$ cat src/rtl/qsm_readout_seq_if.sv
// Front-end read port and readout SRAM write port of the QSM readout sequencer.
interface qsm_readout_seq_if;
  logic        ext_req_o;
  logic [3:0]  ext_dim_o;
  logic [3:0]  ext_adr_o;
  logic        ext_ack_i;
  logic [15:0] ext_data_i;
  logic        mem_we_o;
  logic [6:0]  mem_addr_o;
  logic [15:0] mem_data_o;

  modport master (
    output ext_req_o, ext_dim_o, ext_adr_o, mem_we_o, mem_addr_o, mem_data_o,
    input  ext_ack_i, ext_data_i
  );

  modport slave (
    input  ext_req_o, ext_dim_o, ext_adr_o, mem_we_o, mem_addr_o, mem_data_o,
    output ext_ack_i, ext_data_i
  );
endinterface

$ cat src/rtl/qsm_readout_seq.sv
// Walks dim x reg space: one-cycle request to the front end, waits for ack
// with a timeout, and writes each returned word into the readout SRAM.
module qsm_readout_seq (
  input  logic       clk_i,
  input  logic       rst_i,
  input  logic       reset_i,
  input  logic       trig_i,
  input  logic [3:0] last_reg_adr_i,
  input  logic [3:0] max_dim_no_i,
  input  logic [9:0] read_delay_i,
  output logic       busy_o,
  output logic       done_o,
  output logic       err_many_o,
  output logic       err_fb_o,
  output logic [3:0] dim_count_o,
  qsm_readout_seq_if.master bus
);

  typedef enum logic [2:0] {S_IDLE, S_REQ, S_WAIT, S_STORE, S_FINISH} state_t;

  state_t      state_q, state_d;
  logic [3:0]  dim_q, dim_d;
  logic [3:0]  ridx_q, ridx_d;
  logic [9:0]  wcnt_q, wcnt_d;
  logic [3:0]  last_sh_q, last_sh_d;
  logic [3:0]  max_sh_q, max_sh_d;
  logic [9:0]  dly_sh_q, dly_sh_d;

  logic        busy_d, done_d, err_many_d, err_fb_d;
  logic [3:0]  dcnt_d;
  logic        ext_req_d;
  logic [3:0]  ext_dim_d, ext_adr_d;
  logic        mem_we_d;
  logic [6:0]  mem_addr_d;
  logic [15:0] mem_data_d;

  always_ff @(posedge clk_i) begin
    if (rst_i) begin
      state_q        <= S_IDLE;
      dim_q          <= '0;
      ridx_q         <= '0;
      wcnt_q         <= '0;
      last_sh_q      <= '0;
      max_sh_q       <= '0;
      dly_sh_q       <= '0;
      busy_o         <= 1'b0;
      done_o         <= 1'b0;
      err_many_o     <= 1'b0;
      err_fb_o       <= 1'b0;
      dim_count_o    <= '0;
      bus.ext_req_o  <= 1'b0;
      bus.ext_dim_o  <= '0;
      bus.ext_adr_o  <= '0;
      bus.mem_we_o   <= 1'b0;
      bus.mem_addr_o <= '0;
      bus.mem_data_o <= '0;
    end else begin
      state_q        <= state_d;
      dim_q          <= dim_d;
      ridx_q         <= ridx_d;
      wcnt_q         <= wcnt_d;
      last_sh_q      <= last_sh_d;
      max_sh_q       <= max_sh_d;
      dly_sh_q       <= dly_sh_d;
      busy_o         <= busy_d;
      done_o         <= done_d;
      err_many_o     <= err_many_d;
      err_fb_o       <= err_fb_d;
      dim_count_o    <= dcnt_d;
      bus.ext_req_o  <= ext_req_d;
      bus.ext_dim_o  <= ext_dim_d;
      bus.ext_adr_o  <= ext_adr_d;
      bus.mem_we_o   <= mem_we_d;
      bus.mem_addr_o <= mem_addr_d;
      bus.mem_data_o <= mem_data_d;
    end
  end

  // Outputs are computed one state ahead so ext_req_o is high exactly while
  // in REQ and mem_we_o exactly while in STORE.
  always_comb begin
    state_d    = state_q;
    dim_d      = dim_q;
    ridx_d     = ridx_q;
    wcnt_d     = wcnt_q;
    last_sh_d  = last_sh_q;
    max_sh_d   = max_sh_q;
    dly_sh_d   = dly_sh_q;
    done_d     = done_o;
    err_many_d = err_many_o;
    err_fb_d   = err_fb_o;
    dcnt_d     = dim_count_o;
    ext_req_d  = 1'b0;
    ext_dim_d  = bus.ext_dim_o;
    ext_adr_d  = bus.ext_adr_o;
    mem_we_d   = 1'b0;
    mem_addr_d = bus.mem_addr_o;
    mem_data_d = bus.mem_data_o;

    case (state_q)
      S_IDLE: begin
        if (trig_i) begin
          last_sh_d  = last_reg_adr_i;
          max_sh_d   = max_dim_no_i;
          dly_sh_d   = read_delay_i;
          done_d     = 1'b0;
          err_many_d = 1'b0;
          err_fb_d   = 1'b0;
          dcnt_d     = '0;
          dim_d      = '0;
          ridx_d     = '0;
          if (max_dim_no_i > 4'd7) err_many_d = 1'b1;
          else                     state_d    = S_REQ;
        end
      end
      S_REQ: begin
        wcnt_d  = '0;
        state_d = S_WAIT;
      end
      S_WAIT: begin
        // Ack wins over timeout, so delay=0 still accepts a first-cycle ack.
        if (bus.ext_ack_i) begin
          mem_we_d   = 1'b1;
          mem_addr_d = {dim_q[2:0], ridx_q};
          mem_data_d = bus.ext_data_i;
          state_d    = S_STORE;
        end else if (wcnt_q == dly_sh_q) begin
          err_fb_d = 1'b1;
          state_d  = S_IDLE;
        end else begin
          wcnt_d = wcnt_q + 10'd1;
        end
      end
      S_STORE: begin
        if (ridx_q < last_sh_q) begin
          ridx_d  = ridx_q + 4'd1;
          state_d = S_REQ;
        end else begin
          ridx_d = '0;
          dcnt_d = dim_q + 4'd1;
          if (dim_q == max_sh_q) begin
            state_d = S_FINISH;
          end else begin
            dim_d   = dim_q + 4'd1;
            state_d = S_REQ;
          end
        end
      end
      S_FINISH: begin
        done_d  = 1'b1;
        state_d = S_IDLE;
      end
      default: state_d = S_IDLE;
    endcase

    if (reset_i) begin
      state_d    = S_IDLE;
      done_d     = 1'b0;
      err_many_d = 1'b0;
      err_fb_d   = 1'b0;
      dcnt_d     = '0;
      mem_we_d   = 1'b0;
      mem_addr_d = bus.mem_addr_o;
      mem_data_d = bus.mem_data_o;
    end else if (state_d == S_REQ) begin
      ext_req_d = 1'b1;
      ext_dim_d = dim_d;
      ext_adr_d = ridx_d;
    end

    busy_d = (state_d != S_IDLE);
  end

endmodule

$ cat src/flat_wrapper.sv
// flat-port wrapper written by rule: the top's interface ports become plain ports
module qsm_readout_seq_flat 
  (clk_i, rst_i, reset_i, trig_i, last_reg_adr_i, max_dim_no_i, read_delay_i, busy_o, done_o, err_many_o, err_fb_o, dim_count_o, bus_ext_req_o, bus_ext_dim_o, bus_ext_adr_o, bus_mem_we_o, bus_mem_addr_o, bus_mem_data_o, bus_ext_ack_i, bus_ext_data_i);
  qsm_readout_seq_if bus_i ();
  input  logic clk_i;
  input  logic rst_i;
  input  logic reset_i;
  input  logic trig_i;
  input  logic [3:0] last_reg_adr_i;
  input  logic [3:0] max_dim_no_i;
  input  logic [9:0] read_delay_i;
  output logic busy_o;
  output logic done_o;
  output logic err_many_o;
  output logic err_fb_o;
  output logic [3:0] dim_count_o;
  output wire logic [$bits(bus_i.ext_req_o)-1:0] bus_ext_req_o;
  output wire logic [$bits(bus_i.ext_dim_o)-1:0] bus_ext_dim_o;
  output wire logic [$bits(bus_i.ext_adr_o)-1:0] bus_ext_adr_o;
  output wire logic [$bits(bus_i.mem_we_o)-1:0] bus_mem_we_o;
  output wire logic [$bits(bus_i.mem_addr_o)-1:0] bus_mem_addr_o;
  output wire logic [$bits(bus_i.mem_data_o)-1:0] bus_mem_data_o;
  input wire logic [$bits(bus_i.ext_ack_i)-1:0] bus_ext_ack_i;
  input wire logic [$bits(bus_i.ext_data_i)-1:0] bus_ext_data_i;
  assign bus_ext_req_o = bus_i.ext_req_o;
  assign bus_ext_dim_o = bus_i.ext_dim_o;
  assign bus_ext_adr_o = bus_i.ext_adr_o;
  assign bus_mem_we_o = bus_i.mem_we_o;
  assign bus_mem_addr_o = bus_i.mem_addr_o;
  assign bus_mem_data_o = bus_i.mem_data_o;
  assign bus_i.ext_ack_i = bus_ext_ack_i;
  assign bus_i.ext_data_i = bus_ext_data_i;
  qsm_readout_seq u_core (.clk_i(clk_i), .rst_i(rst_i), .reset_i(reset_i), .trig_i(trig_i), .last_reg_adr_i(last_reg_adr_i), .max_dim_no_i(max_dim_no_i), .read_delay_i(read_delay_i), .busy_o(busy_o), .done_o(done_o), .err_many_o(err_many_o), .err_fb_o(err_fb_o), .dim_count_o(dim_count_o), .bus(bus_i));
endmodule
$ cat config.mk
export PLATFORM = sky130hd
export DESIGN_NAME = qsm_readout_seq_flat
export DESIGN_NICKNAME = d
export VERILOG_FILES = /design/src/rtl/qsm_readout_seq_if.sv /design/src/rtl/qsm_readout_seq.sv /design/src/flat_wrapper.sv
export SDC_FILE = /design/constraint.sdc
export NUM_CORES = 1
export LEC_CHECK = 0
export BUFFER_PORTS_ARGS = -buffer_cell sky130_fd_sc_hd__buf_2
export CAP_MARGIN = 20
export CORE_ASPECT_RATIO = 0.9
export CORE_UTILIZATION = 30
export DETAILED_ROUTE_END_ITERATION = 12
export PLACE_DENSITY_LB_ADDON = 0.25
export SLEW_MARGIN = 30
export SYNTH_ARGS = -nofsm -noshare
export SYNTH_HDL_FRONTEND = slang
export SYNTH_SLANG_ARGS = --single-unit
$ cat constraint.sdc
create_clock -name clk_i -period 2.03 [get_ports clk_i]
set_input_delay 0.3045 -clock clk_i [delete_from_list [all_inputs] [get_ports clk_i]]
set_output_delay 0.3045 -clock clk_i [all_outputs]
set_load 0.02 [all_outputs]
# ---- Yosys cells after proc, flatten, opt, wreduce, memory -nomap -nowiden
# Cells that the tools add are included.
dict set report totals {
  reg_bits 80
  in_bits 39
  out_inout_bits 41
  wordCells 81
}
dict set report op_classes {
  n_addsub 3
  magnitude_cmp 2
  n_eq_ne 12
  n_mux 29
  bitwise_logic 2
  n_reduce_logical 15
}
# operator count
set op_table {}
lappend op_table {{4-bit 2-to-1 mux} 7}
lappend op_table {{4-bit case mux with 2 select lines} 3}
lappend op_table {{3-bit 2-to-1 mux} 7}
lappend op_table {{10-bit 2-to-1 mux} 2}
lappend op_table {{10-bit case mux with 2 select lines} 1}
lappend op_table {{3-bit case mux with 4 select lines} 1}
lappend op_table {{10-bit by 1-bit adder with 10-bit output (second input constant)} 1}
lappend op_table {{10-bit == test} 1}
lappend op_table {{3-bit AND reduction} 3}
lappend op_table {{4-bit by 1-bit adder with 4-bit output (second input constant)} 2}
lappend op_table {{2-bit inequality test (second input constant)} 4}
lappend op_table {{2-bit nonzero test} 4}
lappend op_table {{3-bit by 1-bit == test with 1-bit output (second input constant)} 2}
lappend op_table {{3-bit by 2-bit == test with 1-bit output (second input constant)} 2}
lappend op_table {{1-bit 2-to-1 mux} 6}
lappend op_table {{2-bit AND reduction} 3}
lappend op_table {{4-bit == test} 1}
lappend op_table {{4-bit by 3-bit greater-than comparator with 1-bit output (second input constant)} 1}
lappend op_table {{4-bit less-than comparator} 1}
lappend op_table {{1-bit case mux with 2 select lines} 2}
lappend op_table {{4-bit AND reduction} 1}
lappend op_table {{3-bit == test (second input constant)} 1}
lappend op_table {{3-bit zero test} 1}
lappend op_table {{3-bit nonzero test} 1}
lappend op_table {{other kinds (4)} 5}

# ---- Logic depth before layout (Yosys ltp)
# Gate-level depths: netlist of the first run.
dict set report depth {
  ltp_word 6
  mapped_depth 9
  ltp_nobuf 8
}

# ---- Least setup slack after synthesis of the first run
# No wires, ideal clock.
dict set report synth_timing {
  path_kind {register to register}
  startpoint {register u_core.last_sh_q[1]}
  endpoint {register u_core.bus.ext_dim_o[2]}
  arrival_time_ns 2.040
  slack_ns -0.089
  stages_incl_launch_ff 9
  path_buffers 1
  cell_sequence {dfxtp_1 -> inv_1 -> ha_1 -> a2111oi_4 -> nor4b_1 -> a2111oi_4 -> buf_6 -> nor2_1 -> a211oi_2}
}
dict set report synth_between {
  elab_chain_len 5
}
# item line_no
set synth_rtl {}
lappend synth_rtl {{from (decl)} qsm_readout_seq.sv:25} ;# logic [3:0] last_sh_q, last_sh_d;
lappend synth_rtl {{from (signal assigned)} qsm_readout_seq.sv:62} ;# last_sh_q <= last_sh_d;
lappend synth_rtl {{4-bit less-than comparator (*)} qsm_readout_seq.sv:135} ;# if (ridx_q < last_sh_q) begin
lappend synth_rtl {{3-bit 2-to-1 mux} qsm_readout_seq.sv:135}
lappend synth_rtl {{3-bit case mux with 4 select lines} qsm_readout_seq.sv:100} ;# case (state_q)
lappend synth_rtl {{3-bit by 1-bit == test with 1-bit output} qsm_readout_seq.sv:165} ;# end else if (state_d == S_REQ) begin
lappend synth_rtl {{2-bit AND reduction (no line)} --}
lappend synth_rtl {{to (signal assigned)} qsm_readout_seq.sv:71} ;# bus.ext_dim_o <= ext_dim_d;
lappend synth_rtl {{to (decl)} qsm_readout_seq_if.sv:13} ;# output ext_req_o, ext_dim_o, ext_adr_o, mem_we_o, mem_addr_o, mem_data_o,
# Mark *: on every way between the ends. The rest lies on a longest branch, timed or not.
# A chain may end at the register's enable or synchronous reset.

# ---- Worst setup path after layout of the first run
dict set report layout_timing {
  startpoint {register u_core.wcnt_q[5]}
  endpoint {register u_core.bus.ext_adr_o[2]}
}
dict set report layout_between {
  elab_chain_len 6
}
# item line_no
set layout_rtl {}
lappend layout_rtl {{from (decl)} qsm_readout_seq.sv:24} ;# logic [9:0] wcnt_q, wcnt_d;
lappend layout_rtl {{from (signal assigned)} qsm_readout_seq.sv:61} ;# wcnt_q <= wcnt_d;
lappend layout_rtl {{10-bit == test} qsm_readout_seq.sv:127} ;# end else if (wcnt_q == dly_sh_q) begin
lappend layout_rtl {{3-bit 2-to-1 mux} qsm_readout_seq.sv:127}
lappend layout_rtl {{3-bit 2-to-1 mux} qsm_readout_seq.sv:122} ;# if (bus.ext_ack_i) begin
lappend layout_rtl {{3-bit case mux with 4 select lines} qsm_readout_seq.sv:100}
lappend layout_rtl {{3-bit by 1-bit == test with 1-bit output} qsm_readout_seq.sv:165}
lappend layout_rtl {{2-bit AND reduction (no line)} --}
lappend layout_rtl {{to (signal assigned)} qsm_readout_seq.sv:72} ;# bus.ext_adr_o <= ext_adr_d;
lappend layout_rtl {{to (decl)} qsm_readout_seq_if.sv:13}
# Every way passes these cells.

==> metrics.yaml, run 1 <==
run_status: "finished, violations left"
violations: "setup timing"
rows: 36
area_delta_synth_final_pct: 36.3
vias_per_cell: 4.66
final_nets: 562
dpl_worst_slack_ns: -0.129
initial_core_util_pct: 31.3
setup_tns_ns: -0.0224
yosys_warnings: 0
drc: 0
leakage_nw: 1.96
cp_data_arrival_time_ns: 2.28
gr-total-overflow: 0
worstHoldStart: "bus_ext_data_i[11]"
place_congestion: 0.819
syn_area_per_cell_um2: 8.42
ys_seq_area_share_pct: 46.4
regArea_um2: 1610
drive_gt1_share_pct: 32.8
fin_crit_ns: 2.04
ant_nets: 0
worst_pin_slew_ns: 0.500
r2r-start: "u_core.wcnt_q[5]$_SDFFE_PP0P_"
critical_path.max_stage_delay_ns: 0.39
stdcell_count: 673
rsz0062_at_grt: "true"
hold_viol: 0
clock_skew_ns: 0.00507
tritoncts: "built"
numCtsBuffers: 9
drv_cap: 0
firstDrtPassIters: 4
synth-seq-cells: 80
die_h_um: 104
sw_frac_of_total_pct: 23.5
max_freq_mhz: 491
path_class: "reg -> reg"
cts_buffer_depth: 2
syn-num-nets: 455
drt_wl_total_um: 8880
cts_num_sinks: 80
route.met2.wl_um: 4350
switching_power_w: 0.000795
io_pins: 80
dp.cells: 654
clkLatencyLatePin_ns: 0.33
path_cells: "xor2_4 -> nor4_4 -> nand4b_4 -> a2111oi_4 -> clkbuf_16 -> nor2_2 -> a211oi_1"
synth_edf_count: 0
drv_slew: 0
grtUsageTotal_pct: 15.3
end_kind: "flop"
min_path_type: "in -> reg"
diodes: 0
crit_start: "u_core.wcnt_q[5]$_SDFFE_PP0P_"
synth_top_area_cell: "dfxtp_1"
yosys.area.top_type_share_pct: 46.4
cts_max_level: 3
synthFlopType: "dfxtp_1"
root_buffer: "clkbuf_16"
mostFrequentLayoutCell: "nand2_1"
fin_crit_sh_pct: 100
grt_pass1_wl_um: 14300
setup_slack_ns: -0.00857
antenna_found_initial: 0
seqPwrFrac_pct: 48.3
p_per_area_nw_per_um2: 717
routedWlPerCell_um: 13.2
dieArea_um2: 11900
start_kind: "flop"
dr_wl_met3_um: 392
async_reset_ff_share_pct: 0
synth.distinct_cells: 49
dpl-instance-area_um2: 4260
final_area_um2: 4710
netlist_instances: 410
syn_area_um2: 3450
setup_violations: 4
nFillCells: 1137
port_buffers: 79
max-slew-margin-rel_pct: 66.6
combinationalPowerShare_pct: 10.3
vias: 3139
critPathSlowestCell: "a2111oi_4"
layout_common_cells: "nand2_1 (94), buf_2 (79), dfxtp_1 (76)"
clkPwrFrac_pct: 41.4
path_clk_slew_ns: 0.06
synth_area_leaders: "dfxtp_1 (46%), nand2_1 (10%), a21oi_1 (8.0%), nor2_1 (4.7%), xor2_1 (3.6%)"
place_hpwl_um: 6440
die_w_um: 115
required_ns: 2.27
p_int_w: 0.00258
grt_pass1_vias: 2961
crit_fanout: 7
routed.top_layer: "met4"
vdd_drop_max_mv: 0.443
wl_met1_um: 4070
drtIter0Drc: 122
multi_input_area_um2: 1920
grt_max_degree: 35
core-area_um2: 11000
-- per-layer routing --
metal	vias to the layer above	global-route usage, %
met5	-	0
met4	0	3.90
met3	5	4.27
met2	50	25.4
met1	1481	19.3
li1	1603	-
-- power groups by stage --
stage / clock (W) / sequential, W / combinational, W
final: 0.00140 / 0.00163 / 0.000348
after global routing: 0.00152 / 0.00163 / 0.000382
after detailed placement: 0 / 0.00166 / 0.000321
after CTS: 0.00145 / 0.00163 / 0.000326
after floorplan: 0 / 0.00167 / 0.000176
after global placement: 0 / 0.00166 / 0.000316
-- what timing repair did --
| item | 4_1_cts | 5_1_grt |
|---|---|---|
| setup buffers | 0 | 3 |
| hold buffers | 0 | 0 |
| gates resized for setup | 1 | 28 |
| gates cloned | 0 | 1 |
| pin swaps | 1 | 9 |
| endpoints found under the setup margin | 3 | 23 |
-- worst max-delay path, delay by kind of cell (launching register included) --
family                    cells  cell delay [ns]
xor gates and xnor gates      1             0.19
DFF                           1             0.37
and+or+nand+nor               3             0.58
AOI/OAI and AO/OA             2             0.59
buffers and inverters         1             0.23
-- path summary, 6_finish.rpt --
kind                                             to  slack, ns  cells after the start
max            u_core.bus.ext_adr_o[2]$_SDFFE_PP0P_     -0.009                      7
min          u_core.bus.mem_data_o[11]$_SDFFE_PP0P_       0.21                      3
max reg2reg    u_core.bus.ext_adr_o[2]$_SDFFE_PP0P_     -0.009                      7
min reg2reg   u_core.bus.mem_data_o[1]$_SDFFE_PP0P_       0.45                      2
-- layout make-up --
cell class / count / area share (%)
multi-input cells: 304 / 40.8
flip-flops and latches: 80 / 34.2
repair buffers: 118 / 15.4
clock buffers: 14 / 5.18
well taps: 152 / 4.04
inverters: 4 / 0.319
clock inverters: 1 / 0.106
-- through the flow --
stage	hold WS [ns]	util, %	total power (W)
2_1_floorplan	0.433	-	0.00185
3_3_place_gp	0.440	38.6	0.00198
3_5_place_dp	0.446	38.6	0.00198
4_1_cts	0.202	41.0	0.00340
5_1_grt	0.206	42.7	0.00353
6_report	0.213	42.7	0.00338
-- cells by family after synthesis --
group | count (synthesis) | share of synthesized area (%)
AND/OR/NAND/NOR | 186 | 26.1
AO/OA/AOI/OAI | 90 | 16.6
flip-flops | 80 | 46.4
buffers and inverters | 26 | 3.08
XOR/XNOR | 19 | 4.82
adder cells (fa/ha/maj) | 6 | 2.17
multiplexers | 3 | 0.870
-- sequential cells by signal, summed over array words and instances (netlist names) --
signal / flops
u_core.err_many_o: 1
u_core.bus.ext_req_o: 1
u_core.last_sh_q: 4
u_core.bus.mem_addr_o: 7
u_core.wcnt_q: 10
u_core.dim_count_o: 4
u_core.err_fb_o: 1
u_core.done_o: 1
u_core.bus.mem_we_o: 1
u_core.max_sh_q: 4
u_core.dly_sh_q: 10
u_core.busy_o: 1
u_core.bus.ext_adr_o: 4
u_core.state_q: 3
u_core.ridx_q: 4
u_core.bus.mem_data_o: 16
u_core.bus.ext_dim_o: 4
u_core.dim_q: 4
-- synth_stat cells, drive strengths merged, types with 2 or more instances --
cell     number
a2111oi       2
a211oi        7
a21o          2
a21oi        55
a22oi         2
a31oi         4
and2          3
buf           4
clkbuf       18
dfxtp        80
ha            6
inv           4
mux2i         3
nand2        94
nand2b        4
nand3         4
nand3b        3
nand4         2
nor2         43
nor2b         3
nor3          5
nor3b         6
nor4          2
nor4b         3
o2111ai       2
o21ai        10
or2           3
or3           6
xnor2         5
xor2         14
Power figures use the tool's default switching activity.
==> run 2: changes to the inputs <==
--- a/config.mk
+++ b/config.mk
@@ -10,6 +10,7 @@
 export CORE_ASPECT_RATIO = 0.9
 export CORE_UTILIZATION = 30
 export DETAILED_ROUTE_END_ITERATION = 12
+export GPL_TIMING_DRIVEN = 0
 export PLACE_DENSITY_LB_ADDON = 0.25
 export SLEW_MARGIN = 30
 export SYNTH_ARGS = -nofsm -noshare
==> constraint.sdc (replaced) <==
create_clock -name clk_i -period 2.03 [get_ports clk_i]
set_input_delay 0.3045 -clock clk_i [delete_from_list [all_inputs] [get_ports clk_i]]
set_output_delay 0.3045 -clock clk_i [all_outputs]
set_load 0.01 [all_outputs]
==> run 2 against run 1 <==
Critical endpoint is now u_core.bus.ext_dim_o[2]$_SDFFE_PP0P_. Final cell count grew 0.30%. Critical path depth rose by 1. First-iteration DRC count grew 15%. Critical path type unchanged. The flow still finishes with violations (setup timing). Largest cell class unchanged. Sequential share of layout area is 0.069 points lower. Total power rose by 3.3%. Clock skew up 0.0016 ns. Highest routed layer unchanged. Via count increased by 1.1%. Utilization is 0.39 points higher. Worst hold slack got worse by 0.019 ns.
==> metrics.yaml, run 2 (synthesized netlist as in run 1, its figures left out) <==
diodes: 0  # unchanged
cts_max_level: 3  # unchanged
clock_skew_ns: 0.00667  # +0.00160 ns
path_clk_slew_ns: 0.06  # about the same
critical_path.top_delay_family: "compound AO/OA/AOI/OAI gates"
p_per_area_nw_per_um2: 734  # +2.4%
cp_data_arrival_time_ns: 2.33  # +0.05 ns
top_register: "u_core.bus.mem_data_o"
drt_wl_total_um: 9520  # +7.2%
path_class: "reg -> reg"
cts_buffer_depth: 2  # unchanged
initial_core_util_pct: 31.3  # unchanged
path_cells: "ha_4 -> a2111oi_4 -> nor4b_4 -> a2111oi_4 -> buf_6 -> buf_8 -> nor2_4 -> a211oi_2"
io_pins: 80  # unchanged
max_freq_mhz: 481  # -1.9%
setup_slack_ns: -0.0472  # -0.0387 ns
end_kind: "flop"
leakage_nw: 1.92  # -2.0%
drc: 0  # unchanged
drv_slew: 0  # unchanged
ctsHoldBuffers: 0  # unchanged
ant_nets: 0  # unchanged
dieArea_um2: 11900  # unchanged
gr-total-overflow: 0  # unchanged
dpl_worst_slack_ns: -0.408  # -0.279 ns
reg_top3: "u_core.bus.mem_data_o (16), u_core.dly_sh_q (10), u_core.wcnt_q (10)"
worst_pin_slew_ns: 0.556  # +0.0565 ns
vias: 3174  # +1.1%
place_hpwl_um: 6620  # +2.8%
grt_pass1_vias: 3016  # +1.9%
root_buffer: "clkbuf_16"
required_ns: 2.28  # about the same
cp.buffers_inverters: 2  # +1
final_nets: 564  # +0.36%
critical_path.max_stage_delay_ns: 0.46  # +0.07 ns
numCtsBuffers: 9  # unchanged
layout_common_cells: "nand2_1 (94), buf_2 (79), dfxtp_1 (69)"
clkLatencyLatePin_ns: 0.34  # about the same
core-area_um2: 11000  # unchanged
mostFrequentLayoutCell: "nand2_1"
firstDrtPassIters: 6  # +2
drv_cap: 0  # unchanged
routedWlPerCell_um: 14.1  # +6.8%
die_h_um: 104  # unchanged
port_buffers: 78  # -1.3%
fin_crit_sh_pct: 102  # +1.9 points
hold_viol: 0  # unchanged
tritoncts: "built"
critPathSlowestCell: "a2111oi_4"
start_kind: "flop"
total_power_w: 0.00349  # +3.3%
antenna_found_initial: 0  # unchanged
fin_crit_ns: 2.08  # +0.0387 ns
crit_fanout: 5  # -2
drtIter0Drc: 140  # +15%
run_status: "finished, violations left"
grt_max_degree: 13  # -63%
grtUsageTotal_pct: 16.2  # +0.89 points
rows: 36  # unchanged
violations: "setup timing"
vias_per_cell: 4.70  # +0.82%
drive_gt1_share_pct: 34.0  # +1.2 points
rsz0062_at_grt: "true"
area_delta_synth_final_pct: 37.6
grt_pass1_wl_um: 14900  # +4.6%
dpl-instance-area_um2: 4070  # -4.6%
die_w_um: 115  # unchanged
max-slew-margin-rel_pct: 62.9  # -3.6 points
place_congestion: 0.757  # -7.6%
vdd_drop_max_mv: 0.390  # -12%
cpMostUsedCell: "a2111oi_4"
rrSetupSlack_ns: -0.05  # -0.04 ns
largest_reg_flops: 16  # unchanged
nFillCells: 1115  # -1.9%
timing.hold.ws_ns: 0.194  # -0.0189 ns
cts_num_sinks: 80  # unchanged
min_path_type: "in -> reg"
final_area_um2: 4750  # +0.90%
setup_violations: 7  # +3
-- run 2: cell type report --
type	count	area [um2]	share of cell area [%]
Multi-Input combinational cell	304	1970	41.4
Sequential cell	80	1620	34.1
Timing Repair Buffer	99	583	12.3
Clock buffer	12	256	5.40
Tap cell	152	190	4.00
Buffer	21	100	2.11
Clock inverter	3	17.5	0.369
Inverter	4	15.0	0.316
-- run 2: metal layers --
metal  global-route usage [%]  vias up  part of all wire [%]
li1                         -     1608                     -
met1                     21.7     1474                    47
met2                     24.9       76                    46
met3                     4.56       16                   4.8
met4                     5.19        0                   1.7
met5                        0        -                     0
-- run 2: power by group --
| group | leakage (nW) | switching, W | total, W | internal, W |
|---|---|---|---|---|
| Combinational | 1.13 | 0.000194 | 0.000353 | 0.000159 |
| Clock | 0.134 | 0.000620 | 0.00150 | 0.000884 |
| Sequential | 0.654 | 0.0000264 | 0.00163 | 0.00160 |
| Total | 1.92 | 0.000841 | 0.00349 | 0.00265 |
-- run 2: stage by stage --
| stage | utilization, % | std cells | setup TNS (ns) |
|---|---|---|---|
| after floorplan | - | 410 | 0 |
| after global placement | 36.9 | 640 | -9.05 |
| after detailed placement | 36.9 | 640 | -10.13 |
| after CTS | 40.9 | 664 | -1.23 |
| after global routing | 43.0 | 675 | -1.21 |
| final | 43.0 | 675 | -0.219 |
-- run 2: timing repair --
action / 4_1_cts / 5_1_grt
buffers inserted: 9 / 13
endpoints found under the setup margin: 52 / 45
gates cloned: 1 / 0
pin swaps: 9 / 19
gates resized for setup: 17 / 46
-- run 2: tightest hold or removal path, stage by stage --
cell,delay (ns)
buf_2,0.09
nand2_1,0.05
a21oi_1,0.05
-- run 2: path summary, 6_finish.rpt --
check,depth (start not counted),to,startpoint
min reg2reg,2,u_core.bus.mem_data_o[4]$_SDFFE_PP0P_,u_core.bus.mem_data_o[4]$_SDFFE_PP0P_
min,3,u_core.last_sh_q[2]$_SDFFE_PP0P_,last_reg_adr_i[2]
max reg2reg,8,u_core.bus.ext_dim_o[2]$_SDFFE_PP0P_,u_core.ridx_q[1]$_SDFF_PP0_
max,8,u_core.bus.ext_dim_o[2]$_SDFFE_PP0P_,u_core.ridx_q[1]$_SDFF_PP0_
==> run 3: changes to the inputs <==
--- a/config.mk
+++ b/config.mk
@@ -8,11 +8,11 @@
 export BUFFER_PORTS_ARGS = -buffer_cell sky130_fd_sc_hd__buf_2
 export CAP_MARGIN = 20
 export CORE_ASPECT_RATIO = 0.9
-export CORE_UTILIZATION = 30
+export CORE_UTILIZATION = 48
 export DETAILED_ROUTE_END_ITERATION = 12
 export GPL_TIMING_DRIVEN = 0
 export PLACE_DENSITY_LB_ADDON = 0.25
-export SLEW_MARGIN = 30
+export SLEW_MARGIN = 20
 export SYNTH_ARGS = -nofsm -noshare
 export SYNTH_HDL_FRONTEND = slang
 export SYNTH_SLANG_ARGS = --single-unit
==> run 3 against run 2 <==
The run still ends with setup timing left. Maximum frequency increased by 0.18%. Flip-flop and latch count unchanged. Die area decreased by 37%. Largest cell class unchanged. Largest power group unchanged.
==> metrics.yaml, run 3 (synthesized netlist as in run 1, its figures left out) <==
max_freq_mhz: 482  # +0.18%
nFillCells: 601  # -46%
grtUsageTotal_pct: 23.9  # +7.7 points
clkPwrFrac_pct: 35.5  # -7.6 points
met1_usage_pct: 29.8  # +8.1 points
crit_fanout: 5  # unchanged
cp_data_arrival_time_ns: 2.33  # about the same
path_class: "reg -> reg"
io_pins: 80  # unchanged
dieArea_um2: 7540  # -37%
rsz0062_at_grt: "true"
setup_slack_ns: -0.0434  # +0.00382 ns
crit_start: "u_core.state_q[1]$_SDFF_PP0_"
final_area_um2: 4490  # -5.5%
setup_tns_ns: -0.125  # +0.0940 ns
p_int_w: 0.00230  # -13%
antenna_found_initial: 0  # unchanged
drtIter0Drc: 102  # -27%
fin_crit_sh_pct: 102  # -0.19 points
globalRoute.busiestLayer: "met2"
min_path_type: "in -> reg"
cts_num_sinks: 80  # unchanged
grt_max_degree: 13  # unchanged
root_buffer: "clkbuf_8"
combinationalPowerShare_pct: 11.0  # +0.9 points
start_kind: "flop"
critical_path.top_delay_family: "compound AO/OA/AOI/OAI gates"
critPathSlowestCell: "or4b_1"
tritoncts: "built"
area_delta_synth_final_pct: 30.1
core-area_um2: 6760  # -39%
largest_reg_flops: 16  # unchanged
vias: 3211  # +1.2%
drt_wl_total_um: 8670  # -8.9%
path_cells: "or4b_1 -> a21oi_2 -> nand2_2 -> a2111oi_4 -> buf_4 -> nor2_1 -> a211oi_1"
max-slew-margin-rel_pct: 64.7  # +1.8 points
sw_frac_of_total_pct: 24.4  # +0.29 points
leakage_nw: 1.85  # -3.6%
grt_pass1_vias: 2969  # -1.6%
clkLatencyLatePin_ns: 0.34  # about the same
crit_cells: 7  # -1
reg_top3: "u_core.bus.mem_data_o (16), u_core.dly_sh_q (10), u_core.wcnt_q (10)"
switching_power_w: 0.000741  # -12%
worst_pin_slew_ns: 0.529  # -0.0269 ns
violations: "setup timing"
end_kind: "flop"
rrSetupSlack_ns: -0.04  # about the same
cts_buffer_depth: 2  # unchanged
timing.hold.ws_ns: 0.188  # -0.00629 ns
final_nets: 561  # -0.53%
drv_slew: 0  # unchanged
grt_pass1_wl_um: 14100  # -5.5%
gr-total-overflow: 0  # unchanged
die_h_um: 82.5  # -21%
top_register: "u_core.bus.mem_data_o"
dpl-instance-area_um2: 3990  # -1.9%
use_met3_pct: 5.59  # +1.0 points
setup_violations: 5  # -2
dpl_worst_slack_ns: -0.380  # +0.0283 ns
mostFrequentLayoutCell: "nand2_1"
grt_use_met2_pct: 41.8  # +17 points
diodes: 0  # unchanged
hold_viol: 0  # unchanged
place_congestion: 0.894  # +18%
multi_input_area_um2: 1930  # -1.8%
final_util_pct: 66.4  # +23 points
ctsHoldBuffers: 0  # unchanged
required_ns: 2.29  # about the same
drive_gt1_share_pct: 33.3  # -0.70 points
fin_crit_ns: 2.07  # -0.00382 ns
p_per_area_nw_per_um2: 676  # -7.9%
routedWlPerCell_um: 14.2  # +0.95%
place_hpwl_um: 6080  # -8.1%
die_w_um: 91.4  # -21%
r2r-start: "u_core.state_q[1]$_SDFF_PP0_"
vdd_drop_max_mv: 0.394  # +1.0%
run_status: "finished, violations left"
cp-endpoint: "u_core.bus.ext_adr_o[1]$_SDFFE_PP0P_"
cts_max_level: 3  # unchanged
critical_path.max_stage_delay_ns: 0.49  # +0.03 ns
port_buffers: 78  # unchanged
path_clk_slew_ns: 0.08  # +0.02 ns
cp.buffers_inverters: 1  # -1
firstDrtPassIters: 4  # -2
drc: 0  # unchanged
clock_skew_ns: 0.00876  # +0.00209 ns
rr_worst_depth: 7  # -1
layout_common_cells: "nand2_1 (93), buf_2 (79), dfxtp_1 (66)"
regArea_um2: 1630  # +0.39%
drv_cap: 0  # unchanged
r2r_end: "u_core.bus.ext_adr_o[1]$_SDFFE_PP0P_"
vias_per_cell: 5.27  # +12%
ant_nets: 0  # unchanged
initial_core_util_pct: 51.1  # +20 points
seqPwrFrac_pct: 53.5  # +6.8 points
rows: 28  # -22%
numCtsBuffers: 9  # unchanged
==> run 3: worst min-delay path by stage <==
stage	from	endpoint	slack, ns	cells past startpoint
2_1_floorplan	last_reg_adr_i[1]	u_core.last_sh_q[1]$_SDFFE_PP0P_	0.43	2
3_3_place_gp	u_core.bus.mem_data_o[5]$_SDFFE_PP0P_	u_core.bus.mem_data_o[5]$_SDFFE_PP0P_	0.44	2
3_5_place_dp	u_core.bus.mem_data_o[11]$_SDFFE_PP0P_	u_core.bus.mem_data_o[11]$_SDFFE_PP0P_	0.44	2
4_1_cts	last_reg_adr_i[3]	u_core.last_sh_q[3]$_SDFFE_PP0P_	0.17	3
5_1_grt	read_delay_i[6]	u_core.dly_sh_q[6]$_SDFFE_PP0P_	0.19	3
6_report	last_reg_adr_i[3]	u_core.last_sh_q[3]$_SDFFE_PP0P_	0.19	3
==> run 3: per-stage QoR <==
stage | power, W | instances
2_1_floorplan | 0.00184 | 410
4_1_cts | 0.00305 | 601
6_report | 0.00304 | 609
3_3_place_gp | 0.00193 | 578
5_1_grt | 0.00316 | 609
3_5_place_dp | 0.00194 | 578
==> run 3: area by class of cell <==
type / instances / area share, %
multi-input cells: 304 / 43.0
repair buffers: 96 / 11.9
flip-flops and latches: 80 / 36.2
clock inverters: 5 / 1.11
plain buffers: 21 / 2.17
inverters: 4 / 0.334
well taps: 90 / 2.51
clock buffers: 9 / 2.76
==> run 3: routing by layer <==
layer | vias to the layer above | share of wire, % | wire (um)
met5 | - | 0 | 0
met3 | 7 | 5.1 | 439
met4 | 0 | 0.76 | 66
met2 | 83 | 50 | 4320
li1 | 1607 | - | -
met1 | 1514 | 44 | 3840
==> run 3: repair_timing <==
action | 4_1_cts | 5_1_grt
pin swaps | 11 | 10
setup endpoints to repair | 52 | 51
buffers inserted | 9 | 9
resized for setup | 24 | 31
==> run 3: worst register-to-register path, stage by stage, from the launching register on <==
cell	delay (ns)
dfxtp_1	0.35
or4b_1	0.49
a21oi_2	0.19
nand2_2	0.10
a2111oi_4	0.42
buf_4	0.21
nor2_1	0.04
a211oi_1	0.20
==> run 3: power by group through the flow <==
stage	registers [W]	logic, W	clock network, W
2_1_floorplan	0.00166	0.000178	0
3_3_place_gp	0.00166	0.000271	0
3_5_place_dp	0.00166	0.000278	0
4_1_cts	0.00163	0.000319	0.00110
5_1_grt	0.00163	0.000368	0.00116
6_report	0.00163	0.000334	0.00108
